==> src/rtl/mii_rx_frame_fifo_pkg.sv <==
// Shared types and constants for the MII receive frame FIFO.
package mii_rx_pkg;

  typedef enum logic [1:0] {IDLE, PRE, DATA, DROP} state_t;

  localparam logic [3:0] NIB_PRE = 4'h5;
  localparam logic [3:0] NIB_SFD = 4'hD;

endpackage

==> src/rtl/mii_rx_frame_fifo_if.sv <==
// MII receive pins, committed byte stream, event pulses and FSM/pointer debug taps.
// Handshake: a byte transfers on every rising clk edge where out_valid && out_ready.
interface mii_rx_frame_fifo_if #(parameter int DEPTH = 64);
  import mii_rx_pkg::*;

  localparam int PW = $clog2(DEPTH) + 1;

  logic          rx_dv;
  logic          rx_er;
  logic [3:0]    rxd;
  logic [7:0]    out_data;
  logic          out_last;
  logic          out_valid;
  logic          out_ready;
  logic          frame_done;
  logic          frame_err;
  logic          overflow;
  state_t        dbg_state;
  logic [PW-1:0] dbg_pend;

  modport slave (
    input  rx_dv, rx_er, rxd, out_ready,
    output out_data, out_last, out_valid, frame_done, frame_err, overflow,
           dbg_state, dbg_pend
  );

  modport master (
    output rx_dv, rx_er, rxd, out_ready,
    input  out_data, out_last, out_valid, frame_done, frame_err, overflow,
           dbg_state, dbg_pend
  );

endinterface

==> src/rtl/mii_rx_frame_fifo_commit_fifo.sv <==
// Byte buffer with a speculative write pointer, a commit pointer and a read pointer;
// the reader only sees data up to the commit pointer, and rewind discards the open frame.
module mii_rx_commit_fifo #(
  parameter int DEPTH = 64
) (
  input  logic                       clk,
  input  logic                       rst,
  input  logic                       wr_en_i,
  input  logic [8:0]                 wr_data_i,
  input  logic                       commit_i,
  input  logic                       rewind_i,
  input  logic                       rd_en_i,
  output logic [8:0]                 rd_data_o,
  output logic                       rd_valid_o,
  output logic                       full_o,
  output logic [$clog2(DEPTH):0]     pend_o
);

  localparam int PW = $clog2(DEPTH) + 1;
  localparam int AW = PW - 1;

  logic [8:0]    mem_q [DEPTH];
  logic [PW-1:0] wr_ptr_q, wr_ptr_d;
  logic [PW-1:0] commit_ptr_q, commit_ptr_d;
  logic [PW-1:0] rd_ptr_q, rd_ptr_d;

  assign rd_valid_o = (rd_ptr_q != commit_ptr_q);
  assign rd_data_o  = mem_q[rd_ptr_q[AW-1:0]];
  assign full_o     = ((wr_ptr_q - rd_ptr_q) == PW'(DEPTH));
  assign pend_o     = wr_ptr_q - commit_ptr_q;

  // Commit covers a byte written on the same edge, so the pointer follows wr_ptr_d.
  always_comb begin
    wr_ptr_d     = wr_ptr_q + PW'(wr_en_i);
    commit_ptr_d = commit_ptr_q;
    if (rewind_i) begin
      wr_ptr_d = commit_ptr_q;
    end else if (commit_i) begin
      commit_ptr_d = wr_ptr_d;
    end
    rd_ptr_d = rd_ptr_q + PW'(rd_en_i && rd_valid_o);
  end

  always_ff @(posedge clk or posedge rst) begin
    if (rst) begin
      wr_ptr_q     <= '0;
      commit_ptr_q <= '0;
      rd_ptr_q     <= '0;
    end else begin
      wr_ptr_q     <= wr_ptr_d;
      commit_ptr_q <= commit_ptr_d;
      rd_ptr_q     <= rd_ptr_d;
    end
  end

  always_ff @(posedge clk) begin
    if (wr_en_i) mem_q[wr_ptr_q[AW-1:0]] <= wr_data_i;
  end

endmodule

==> src/rtl/mii_rx_frame_fifo.sv <==
// MII receive capture: preamble/SFD strip, nibble-to-byte assembly, whole-frame commit.
// Optional frame/drop counters are enabled with MII_RX_FRAME_FIFO_STATS_EN.
module mii_rx_frame_fifo
  import mii_rx_pkg::*;
#(
  parameter int DEPTH        = 64,
  parameter int MIN_PREAMBLE = 2
) (
  input  logic                clk,
  input  logic                rst,
  mii_rx_frame_fifo_if.slave  bus
`ifdef MII_RX_FRAME_FIFO_STATS_EN
  ,
  output logic [15:0]         frame_cnt,
  output logic [15:0]         drop_cnt
`endif
);

  localparam int PW = $clog2(DEPTH) + 1;

  state_t        state_q, state_d;
  logic [7:0]    cnt_q, cnt_d;
  logic          phase_q, phase_d;
  logic [3:0]    low_q, low_d;
  logic [7:0]    pend_q, pend_d;
  logic          pend_vld_q, pend_vld_d;
  logic          done_q, done_d, err_q, err_d, ovf_q, ovf_d;
  logic          wr_en, commit, rewind, full;
  logic [8:0]    wr_data, rd_data;
  logic [PW-1:0] pend_cnt;

  always_comb begin
    state_d    = state_q;
    cnt_d      = cnt_q;
    phase_d    = phase_q;
    low_d      = low_q;
    pend_d     = pend_q;
    pend_vld_d = pend_vld_q;
    wr_en      = 1'b0;
    wr_data    = {1'b0, pend_q};
    commit     = 1'b0;
    rewind     = 1'b0;
    done_d     = 1'b0;
    err_d      = 1'b0;
    ovf_d      = 1'b0;
    unique case (state_q)
      IDLE: begin
        if (bus.rx_dv) begin
          if (bus.rxd == NIB_PRE) begin
            state_d = PRE;
            cnt_d   = 8'd1;
          end else begin
            state_d = DROP;
          end
        end
      end
      PRE: begin
        if (!bus.rx_dv) begin
          state_d = IDLE;
        end else if (bus.rx_er) begin
          rewind  = 1'b1;
          err_d   = 1'b1;
          state_d = DROP;
        end else if (bus.rxd == NIB_PRE) begin
          if (cnt_q < 8'(MIN_PREAMBLE)) cnt_d = cnt_q + 8'd1;
        end else if (bus.rxd == NIB_SFD && cnt_q >= 8'(MIN_PREAMBLE)) begin
          state_d    = DATA;
          phase_d    = 1'b0;
          pend_vld_d = 1'b0;
        end else begin
          state_d = DROP;
        end
      end
      DATA: begin
        // The newest byte is held back so the last one can be tagged when rx_dv falls.
        if (!bus.rx_dv) begin
          state_d = IDLE;
          if (!phase_q && pend_vld_q) begin
            wr_data = {1'b1, pend_q};
            if (full) begin
              rewind = 1'b1;
              ovf_d  = 1'b1;
            end else begin
              wr_en  = 1'b1;
              commit = 1'b1;
              done_d = 1'b1;
            end
          end else begin
            rewind = 1'b1;
            err_d  = 1'b1;
          end
        end else if (bus.rx_er) begin
          rewind  = 1'b1;
          err_d   = 1'b1;
          state_d = DROP;
        end else if (!phase_q) begin
          low_d   = bus.rxd;
          phase_d = 1'b1;
        end else begin
          phase_d    = 1'b0;
          pend_d     = {bus.rxd, low_q};
          pend_vld_d = 1'b1;
          if (pend_vld_q) begin
            if (full) begin
              rewind  = 1'b1;
              ovf_d   = 1'b1;
              state_d = DROP;
            end else begin
              wr_en = 1'b1;
            end
          end
        end
      end
      DROP: begin
        if (!bus.rx_dv) state_d = IDLE;
      end
      default: state_d = IDLE;
    endcase
  end

  always_ff @(posedge clk or posedge rst) begin
    if (rst) begin
      state_q    <= IDLE;
      cnt_q      <= '0;
      phase_q    <= 1'b0;
      low_q      <= '0;
      pend_q     <= '0;
      pend_vld_q <= 1'b0;
      done_q     <= 1'b0;
      err_q      <= 1'b0;
      ovf_q      <= 1'b0;
    end else begin
      state_q    <= state_d;
      cnt_q      <= cnt_d;
      phase_q    <= phase_d;
      low_q      <= low_d;
      pend_q     <= pend_d;
      pend_vld_q <= pend_vld_d;
      done_q     <= done_d;
      err_q      <= err_d;
      ovf_q      <= ovf_d;
    end
  end

  mii_rx_commit_fifo #(.DEPTH(DEPTH)) u_fifo (
    .clk        (clk),
    .rst        (rst),
    .wr_en_i    (wr_en),
    .wr_data_i  (wr_data),
    .commit_i   (commit),
    .rewind_i   (rewind),
    .rd_en_i    (bus.out_ready),
    .rd_data_o  (rd_data),
    .rd_valid_o (bus.out_valid),
    .full_o     (full),
    .pend_o     (pend_cnt)
  );

  assign bus.out_data   = rd_data[7:0];
  assign bus.out_last   = rd_data[8];
  assign bus.frame_done = done_q;
  assign bus.frame_err  = err_q;
  assign bus.overflow   = ovf_q;
  assign bus.dbg_state  = state_q;
  assign bus.dbg_pend   = pend_cnt;

`ifdef MII_RX_FRAME_FIFO_STATS_EN
  logic [15:0] frame_cnt_q, drop_cnt_q;

  always_ff @(posedge clk or posedge rst) begin
    if (rst) begin
      frame_cnt_q <= '0;
      drop_cnt_q  <= '0;
    end else begin
      if (done_d && frame_cnt_q != 16'hFFFF) frame_cnt_q <= frame_cnt_q + 16'd1;
      if ((err_d || ovf_d) && drop_cnt_q != 16'hFFFF) drop_cnt_q <= drop_cnt_q + 16'd1;
    end
  end

  assign frame_cnt = frame_cnt_q;
  assign drop_cnt  = drop_cnt_q;
`endif

endmodule

==> src/flat_wrapper.sv <==
// flat-port wrapper written by rule: the top's interface ports become plain ports
module mii_rx_frame_fifo_flat import mii_rx_pkg::*;
#(
  parameter int DEPTH        = 64,
  parameter int MIN_PREAMBLE = 2
)
  (clk, rst, bus_rx_dv, bus_rx_er, bus_rxd, bus_out_ready, bus_out_data, bus_out_last, bus_out_valid, bus_frame_done, bus_frame_err, bus_overflow, bus_dbg_state, bus_dbg_pend);
  mii_rx_frame_fifo_if #(.DEPTH(DEPTH)) bus_i ();
  input  logic clk;
  input  logic rst;
  input wire logic [$bits(bus_i.rx_dv)-1:0] bus_rx_dv;
  input wire logic [$bits(bus_i.rx_er)-1:0] bus_rx_er;
  input wire logic [$bits(bus_i.rxd)-1:0] bus_rxd;
  input wire logic [$bits(bus_i.out_ready)-1:0] bus_out_ready;
  output wire logic [$bits(bus_i.out_data)-1:0] bus_out_data;
  output wire logic [$bits(bus_i.out_last)-1:0] bus_out_last;
  output wire logic [$bits(bus_i.out_valid)-1:0] bus_out_valid;
  output wire logic [$bits(bus_i.frame_done)-1:0] bus_frame_done;
  output wire logic [$bits(bus_i.frame_err)-1:0] bus_frame_err;
  output wire logic [$bits(bus_i.overflow)-1:0] bus_overflow;
  output wire logic [$bits(bus_i.dbg_state)-1:0] bus_dbg_state;
  output wire logic [$bits(bus_i.dbg_pend)-1:0] bus_dbg_pend;
  assign bus_i.rx_dv = bus_rx_dv;
  assign bus_i.rx_er = bus_rx_er;
  assign bus_i.rxd = bus_rxd;
  assign bus_i.out_ready = bus_out_ready;
  assign bus_out_data = bus_i.out_data;
  assign bus_out_last = bus_i.out_last;
  assign bus_out_valid = bus_i.out_valid;
  assign bus_frame_done = bus_i.frame_done;
  assign bus_frame_err = bus_i.frame_err;
  assign bus_overflow = bus_i.overflow;
  assign bus_dbg_state = bus_i.dbg_state;
  assign bus_dbg_pend = bus_i.dbg_pend;
  mii_rx_frame_fifo #(.DEPTH(DEPTH), .MIN_PREAMBLE(MIN_PREAMBLE)) u_core (.clk(clk), .rst(rst), .bus(bus_i));
endmodule
==> config.mk <==
export PLATFORM = sky130hd
export DESIGN_NAME = mii_rx_frame_fifo_flat
export DESIGN_NICKNAME = d
export VERILOG_FILES = /design/src/rtl/mii_rx_frame_fifo_pkg.sv /design/src/rtl/mii_rx_frame_fifo_if.sv /design/src/rtl/mii_rx_frame_fifo_commit_fifo.sv /design/src/rtl/mii_rx_frame_fifo.sv /design/src/flat_wrapper.sv
export SDC_FILE = /design/constraint.sdc
export NUM_CORES = 1
export LEC_CHECK = 0
export ABC_AREA = 1
export CAP_MARGIN = 0
export CORE_AREA = 2 2 263 265
export DETAILED_ROUTE_END_ITERATION = 10
export DIE_AREA = 0 0 265 267
export GPL_TIMING_DRIVEN = 0
export PLACE_DENSITY = 0.61
export SYNTH_ARGS = -nofsm -noshare
export SYNTH_HDL_FRONTEND = slang
export SYNTH_HIERARCHICAL = 1
export SYNTH_SLANG_ARGS = --single-unit
==> constraint.sdc <==
create_clock -name clk -period 3.3 [get_ports clk]
set_input_delay 0.33 -clock clk [delete_from_list [all_inputs] [get_ports clk]]
set_output_delay 0.33 -clock clk [all_outputs]
set_load 0.01 [all_outputs]
==> results of run 1 <==
timing repair:
action	CTS	global route
hold endpoints to repair	0	0
endpoints found under the setup margin	602	600
resized for setup	255	82
pin swaps	65	9
setup buffers	94	12
gates cloned	4	2
power breakdown:
group | internal (W) | leakage, nW | switching, W
Clock | 0.00469 | 1.11 | 0.00308
Combinational | 0.00360 | 6.36 | 0.00820
Sequential | 0.00947 | 5.87 | 0.000656
Total | 0.0178 | 13.3 | 0.0119
Yosys cell counts, types with 3 or more instances:
cell type | count | area [um^2]
sky130_fd_sc_hd__clkbuf_1 | 18 | 67.6
sky130_fd_sc_hd__a21oi_1 | 52 | 260
sky130_fd_sc_hd__buf_4 | 17 | 128
sky130_fd_sc_hd__dfrtp_1 | 48 | 1200
sky130_fd_sc_hd__nand4_1 | 3 | 18.8
sky130_fd_sc_hd__buf_2 | 73 | 365
sky130_fd_sc_hd__o21ai_0 | 39 | 195
sky130_fd_sc_hd__inv_2 | 9 | 33.8
sky130_fd_sc_hd__xnor2_1 | 5 | 43.8
sky130_fd_sc_hd__o21ai_1 | 13 | 65.1
sky130_fd_sc_hd__edfxtp_1 | 576 | 17300
sky130_fd_sc_hd__inv_1 | 217 | 815
sky130_fd_sc_hd__nand3_1 | 331 | 1660
sky130_fd_sc_hd__buf_1 | 9 | 33.8
sky130_fd_sc_hd__or2_2 | 4 | 25.0
sky130_fd_sc_hd__ha_1 | 22 | 275
sky130_fd_sc_hd__xor2_1 | 16 | 140
sky130_fd_sc_hd__nand2_1 | 920 | 3450
sky130_fd_sc_hd__nor2_1 | 159 | 597
sky130_fd_sc_hd__buf_6 | 4 | 45.0
sky130_fd_sc_hd__nand2_2 | 3 | 18.8
sky130_fd_sc_hd__nor3_1 | 19 | 95.1
cells by family after synthesis:
logic type               synth area share (%)
multiplexers                           0.0417
AO/OA/AOI/OAI                            2.08
adder cells (fa/ha/maj)                  1.09
buffers and inverters                    5.54
flip-flops                               68.5
AND/OR/NAND/NOR                          22.0
XOR/XNOR                                0.682
routing by layer:
layer  part of all wire, %  GRT usage, %  vias up
met3                   9.4          5.42      244
met1                    38          31.6     9779
li1                      -             -     8998
met4                   5.7          13.2        2
met2                    46          40.3      994
met5                0.0079             0        -
worst paths after layout:
path | slack [ps] | to | startpoint | cells after the start
max in group asynchronous | 2260 | u_core/pend_q[1] | rst | 2
setup / recovery | 7 | bus_out_data[7] | u_core/u_fifo/rd_ptr_q[1] | 11
setup reg to reg | 50 | u_core/u_fifo/mem_q[58][4] | u_core/u_fifo/rd_ptr_q[1] | 21
hold reg to reg | 490 | u_core/cnt_q[5] | u_core/cnt_q[5] | 2
min in group clk | 360 | u_core/pend_q[4] | bus_rxd[0] | 3
hold / removal | 270 | u_core/u_fifo/wr_ptr_q[5] | rst | 2
per-stage QoR:
step	cells	instance area, um^2	power [W]	hold slack [ps]
after global placement	3487	28500	0.0207	471
after CTS	3710	33200	0.0292	276
final	3722	33600	0.0297	274
after detailed placement	3494	28600	0.0209	480
after floorplan	2575	27100	0.0159	307
after global routing	3722	33600	0.0309	339
layout make-up:
type | instances | area [um^2]
plain buffers | 119 | 903
clock buffers | 83 | 1780
clock inverters | 35 | 462
fillers | 5983 | 34400
inverters | 228 | 882
multi-input cells | 1604 | 7910
flip-flops and latches | 624 | 18500
well taps | 882 | 1100
repair buffers | 147 | 1990
worst max-delay path, cell delays in order (launching register included):
cell                            delay [ps]
sky130_fd_sc_hd__dfrtp_2               440
sky130_fd_sc_hd__inv_4                  60
sky130_fd_sc_hd__buf_4                 150
sky130_fd_sc_hd__bufbuf_16             270
sky130_fd_sc_hd__clkbuf_4              230
sky130_fd_sc_hd__nand3_1               130
sky130_fd_sc_hd__nand3_1               130
sky130_fd_sc_hd__a21oi_2               220
sky130_fd_sc_hd__nor2_1                100
sky130_fd_sc_hd__nor2_2                190
sky130_fd_sc_hd__nand2_2               130
sky130_fd_sc_hd__dlygate4sd2_1         320
flip-flops by register name, indices dropped and copies added, names as in the netlist:
signal / flops
u_core/pend_vld_q: 1
u_core/pend_q: 8
u_core/bus.frame_done: 1
u_core/u_fifo/rd_ptr_q: 7
u_core/bus.overflow: 1
u_core/phase_q: 1
u_core/bus.dbg_state: 2
u_core/low_q: 4
u_core/cnt_q: 8
u_core/u_fifo/commit_ptr_q: 7
u_core/u_fifo/mem_q: 576
u_core/bus.frame_err: 1
u_core/u_fifo/wr_ptr_q: 7
==> flow_metrics.py, run 1 <==
metrics = {
    "finish": {
        "final_util_pct": 49.4,
        "layout.cells.most_common": "sky130_fd_sc_hd__nand2_1",
        "num_antenna_cells": 0,
        "final_layout_size_suffix_gt1_share_pct": 17.4,
        "design.final.nets": 2822,
        "synthToLayoutAreaGrowth_pct": 24.3,
        "final_cell_mix": "sky130_fd_sc_hd__nand2_1 (899), sky130_fd_sc_hd__edfxtp_1 (576), sky130_fd_sc_hd__nand3_1 (305), sky130_fd_sc_hd__inv_1 (215), sky130_fd_sc_hd__nor2_1 (89)",
    },
    "timing": {
        "timing_max_transition_violations_final": 0,
        "fin_worst_skew_ps": 24.7,
        "final-hold-violation-count": 0,
        "finalSetupViolations": 0,
        "final_clock_period_utilization_by_the_worst_path_pct": 99.8,
        "worstMarginPinSlew_ps": 1260,
        "layout_setup_ws_ps": 6.54,
        "fmax_ghz": 0.304,
        "slew_headroom_pct": 15.5,
        "tns_ps": 0,
        "final.min_clock_period_ps": 3290,
    },
    "floorplanning": {
        "die_area_um2": 70800,
        "top_level_ports": 31,
        "core_area_um2": 68000,
        "initial_core_util_pct": 39.7,
        "fp.dieH_um": 267,
        "die_w_um": 265,
        "floorplan.rows": 96,
    },
    "drt": {
        "wl_mm": 88.2,
        "vias": 20017,
        "drt-wirelength-per-cell_um": 23.7,
        "drt_pass1_iterations": 5,
        "detail_route.drc_violations": 0,
        "avgViaCountPerCell": 5.38,
        "drt_first_iter_violations": 2290,
        "postRouteAntennaNets": 0,
    },
    "cts": {
        "cts_inserted_buffers": 66,
        "cts_hold_buffers_added": 0,
        "cts.sinks": 624,
        "clock_latency_ps": 610,
        "cts.reportedPaths.clkPinSlew_ps": 60,
        "tritoncts": "yes",
        "clockBufferDepth": 3,
        "clock_tree_root_buffer_cell": "sky130_fd_sc_hd__clkbuf_16",
        "h_tree_levels": 3,
    },
    "global_route": {
        "grt_util_all_layers_pct": 25.0,
        "antenna_found_initial": 1,
        "grt_pass1_wl_mm": 128,
        "grt_start_max_net_pins": 66,
        "first_global_vias": 19684,
        "global_route.overflow_total": 0,
    },
    "pwr": {
        "peakVddDrop_mv": 0.621,
        "leakage_nw": 13.3,
        "power_density_nw_per_um2": 885,
    },
    "yosys": {
        "syn-cell-area_um2": 27000,
        "synthesis.area_per_instance_um2": 10.5,
        "number_of_distinct_library_cells_after_synthesis": 35,
        "synth_warnings": 6,
        "post_synth_net_total": 2607,
        "synth.ff_latch_count": 624,
        "synthFlopType": "sky130_fd_sc_hd__edfxtp_1",
        "synthArstFlopShare_pct": 7.69,
        "synth_enable_flop_cells": 576,
        "synth_seq_area_share_pct": 68.5,
        "synthesis.instances": 2575,
    },
    "outcome": {
        "run_status": "completed",
    },
    "setup_path": {
        "worst_ep_arrival_time_ps": 2960,
        "critPathLaunchType": "register",
        "timing_worst_setup_path_type": "register to primary output",
        "timing.critical_path.required_ps": 2970,
        "critical_path.endpoint_type": "primary output",
        "crit_fanout": 10,
    },
    "place": {
        "pre_cts_ws_ps": -2100,
        "detailed_place_hpwl_mm": 58.3,
        "gp_routability_congestion": 0.958,
        "port_buffers": 30,
    },
    "job": {
        "max_cap_violations": 0,
    },
    "hold_path": {
        "timing.hold.worst.class": "input port to asynchronous set/reset pin",
    },
}
Power figures use the tool's default switching activity.
==> inputs of run 2 (changes only) <==
- CTS_CLUSTER_DIAMETER: unset -> 100
- PLACE_DENSITY: 0.61 -> 0.59
- clock period: 3.3 -> 3.15 ns (I/O delays scaled with it)
==> flow_metrics.py, run 2 (same netlist as run 1, synthesis figures left out) <==
metrics = {
    "drt": {
        "postRouteAntennaNets": 0,
        "detail_route.drc_violations": 0,
        "vias": 20268,
        "wl_mm": 90.5,
        "avgViaCountPerCell": 5.40,
        "drt-wirelength-per-cell_um": 24.1,
        "drt_pass1_iterations": 5,
        "drt_first_iter_violations": 2503,
    },
    "pwr": {
        "leakage_nw": 13.5,
        "fin_total_pwr_w": 0.0313,
        "peakVddDrop_mv": 0.687,
        "power_density_nw_per_um2": 917,
    },
    "finish": {
        "final_layout_size_suffix_gt1_share_pct": 19.9,
        "ff_latch_area_um2": 18500,
        "layout.cells.non_filler": 3754,
        "multiInputGateArea_um2": 8130,
        "max_ffs_per_register": 576,
        "synthToLayoutAreaGrowth_pct": 26.6,
        "num-fill-cells": 5933,
        "design.final.nets": 2851,
        "layout.cells.most_common": "sky130_fd_sc_hd__nand2_1",
        "final_cell_mix": "sky130_fd_sc_hd__nand2_1 (894), sky130_fd_sc_hd__edfxtp_1 (576), sky130_fd_sc_hd__nand3_1 (309), sky130_fd_sc_hd__inv_1 (213), sky130_fd_sc_hd__nor2_1 (86)",
    },
    "timing": {
        "fin_worst_skew_ps": 21.6,
        "final.min_clock_period_ps": 3400,
        "finalHoldWorstSlack_ps": 234,
        "fmax_ghz": 0.294,
        "slew_headroom_pct": 25.3,
        "layout_setup_ws_ps": -248,
        "rsz0062_at_grt": "yes",
        "timing_max_transition_violations_final": 0,
        "finalSetupViolations": 181,
        "worstMarginPinSlew_ps": 1120,
        "final-hold-violation-count": 0,
        "final_clock_period_utilization_by_the_worst_path_pct": 108,
    },
    "setup_path": {
        "crit_path_max_incr_delay_ps": 410,
        "cp_common_cell": "sky130_fd_sc_hd__buf_12",
        "startpoint": "u_core/u_fifo/rd_ptr_q[1]",
        "path_cells": "inv_2 > buf_8 > buf_12 > ha_4 > nand2_2 > nand2_2 > buf_4 > xor2_1 > nor3_2 > nand2_2 > nor2_4 > nor3_4 > buf_12 > buf_8 > buf_12 > nand3_4 > buf_12 > nor2_4 > buf_6",
        "critical_path.endpoint_type": "register",
        "crit_fanout": 6,
        "timing_worst_setup_path_type": "register to register",
        "critical_path.slowest_cell": "sky130_fd_sc_hd__dfrtp_2",
        "worst_ep_arrival_time_ps": 3700,
        "critPathLaunchType": "register",
        "reg2reg_from": "u_core/u_fifo/rd_ptr_q[1]",
        "timing.critical_path.required_ps": 3450,
    },
    "cts": {
        "tritoncts": "yes",
        "cts.sinks": 624,
        "clock_latency_ps": 620,
        "clockBufferDepth": 3,
        "cts_hold_buffers_added": 0,
        "cts_inserted_buffers": 68,
        "h_tree_levels": 3,
        "cts.reportedPaths.clkPinSlew_ps": 60,
        "clock_tree_root_buffer_cell": "sky130_fd_sc_hd__clkbuf_16",
    },
    "job": {
        "max_cap_violations": 0,
    },
    "floorplanning": {
        "initial_core_util_pct": 39.7,
        "die_area_um2": 70800,
        "floorplan.rows": 96,
        "die_w_um": 265,
        "top_level_ports": 31,
        "core_area_um2": 68000,
        "fp.dieH_um": 267,
    },
    "outcome": {
        "run_status": "complete, but fails checks",
        "violations": "negative setup slack",
    },
    "global_route": {
        "grt_util_all_layers_pct": 25.3,
        "grt_pass1_wl_mm": 130,
        "global_route.overflow_total": 0,
        "antenna_found_initial": 1,
        "grt_start_max_net_pins": 66,
        "first_global_vias": 19756,
    },
    "place": {
        "gp_routability_congestion": 0.974,
        "port_buffers": 30,
        "pre_cts_ws_ps": -2110,
        "placedCellCount": 3493,
        "detailed_place_hpwl_mm": 58.4,
    },
    "hold_path": {
        "timing.hold.worst.class": "input port to asynchronous set/reset pin",
    },
}
[run 2: changes by cell type in the layout (fill, tap and decap cells not counted), sizes merged, moves of 4 or more]
cell / change
clkinv: +10
bufinv: -7
dlygate4sd2: -8
buf: +31
inv: +4
[run 2: repair_timing]
action / CTS / global route
endpoints found under the setup margin: 605 / 600
cloned: 3 / 4
pin swaps: 69 / 48
setup buffers: 117 / 17
gates resized for setup: 281 / 212
endpoints found under the hold margin: 0 / 0
[run 2: power by group]
part,leakage (nW),switching (W),internal (W)
Clock,1.04,0.00329,0.00440
Combinational,6.58,0.00878,0.00412
Sequential,5.87,0.000816,0.00992
Total,13.5,0.0129,0.0184
[run 2: path summary, 6_finish.rpt]
check / endpoint / cells after the start / slack (ps)
min: u_core/u_fifo/commit_ptr_q[6] / 2 / 230
max: u_core/u_fifo/mem_q[32][8] / 19 / -250
max in group asynchronous: u_core/pend_q[1] / 2 / 2110
max reg2reg: u_core/u_fifo/mem_q[32][8] / 19 / -250
min reg2reg: u_core/cnt_q[6] / 2 / 500
min in group clk: u_core/pend_q[4] / 3 / 360
[run 2: worst max-delay path, delay by kind of cell (launching register included)]
| kind | cells | cell delay, ps |
|---|---|---|
| XOR/XNOR | 1 | 250 |
| adder cells (fa/ha/maj) | 1 | 260 |
| buffers and inverters | 9 | 1200 |
| flip-flops | 1 | 410 |
| AND/OR/NAND/NOR | 8 | 930 |
[run 2: routing by layer]
layer / vias up / GRT usage (%) / wire, um
met5: - / 0 / 13
li1: 9070 / - / -
met2: 1075 / 41.1 / 42700
met1: 9899 / 33.1 / 35100
met4: 2 / 12.0 / 4270
met3: 222 / 4.26 / 8370
[run 2: cell type report]
| type | count | area share, % |
|---|---|---|
| repair buffers | 173 | 6.63 |
| flip-flops and latches | 624 | 54.2 |
| diodes | 2 | 0.0147 |
| clock buffers | 80 | 5.23 |
| inverters | 228 | 2.58 |
| plain buffers | 121 | 3.33 |
| clock inverters | 41 | 0.956 |
| multi-input cells | 1603 | 23.8 |
| well taps | 882 | 3.23 |
[run 2: metrics by stage]
step	TNS [ps]	instance area [um^2]	util (%)
after floorplan	-4910	27100	-
after global placement	-1142790	28500	42.0
after detailed placement	-1003720	28700	42.2
after CTS	-2500	33300	49.0
after global routing	-26790	34200	50.2
final	-10040	34200	50.2
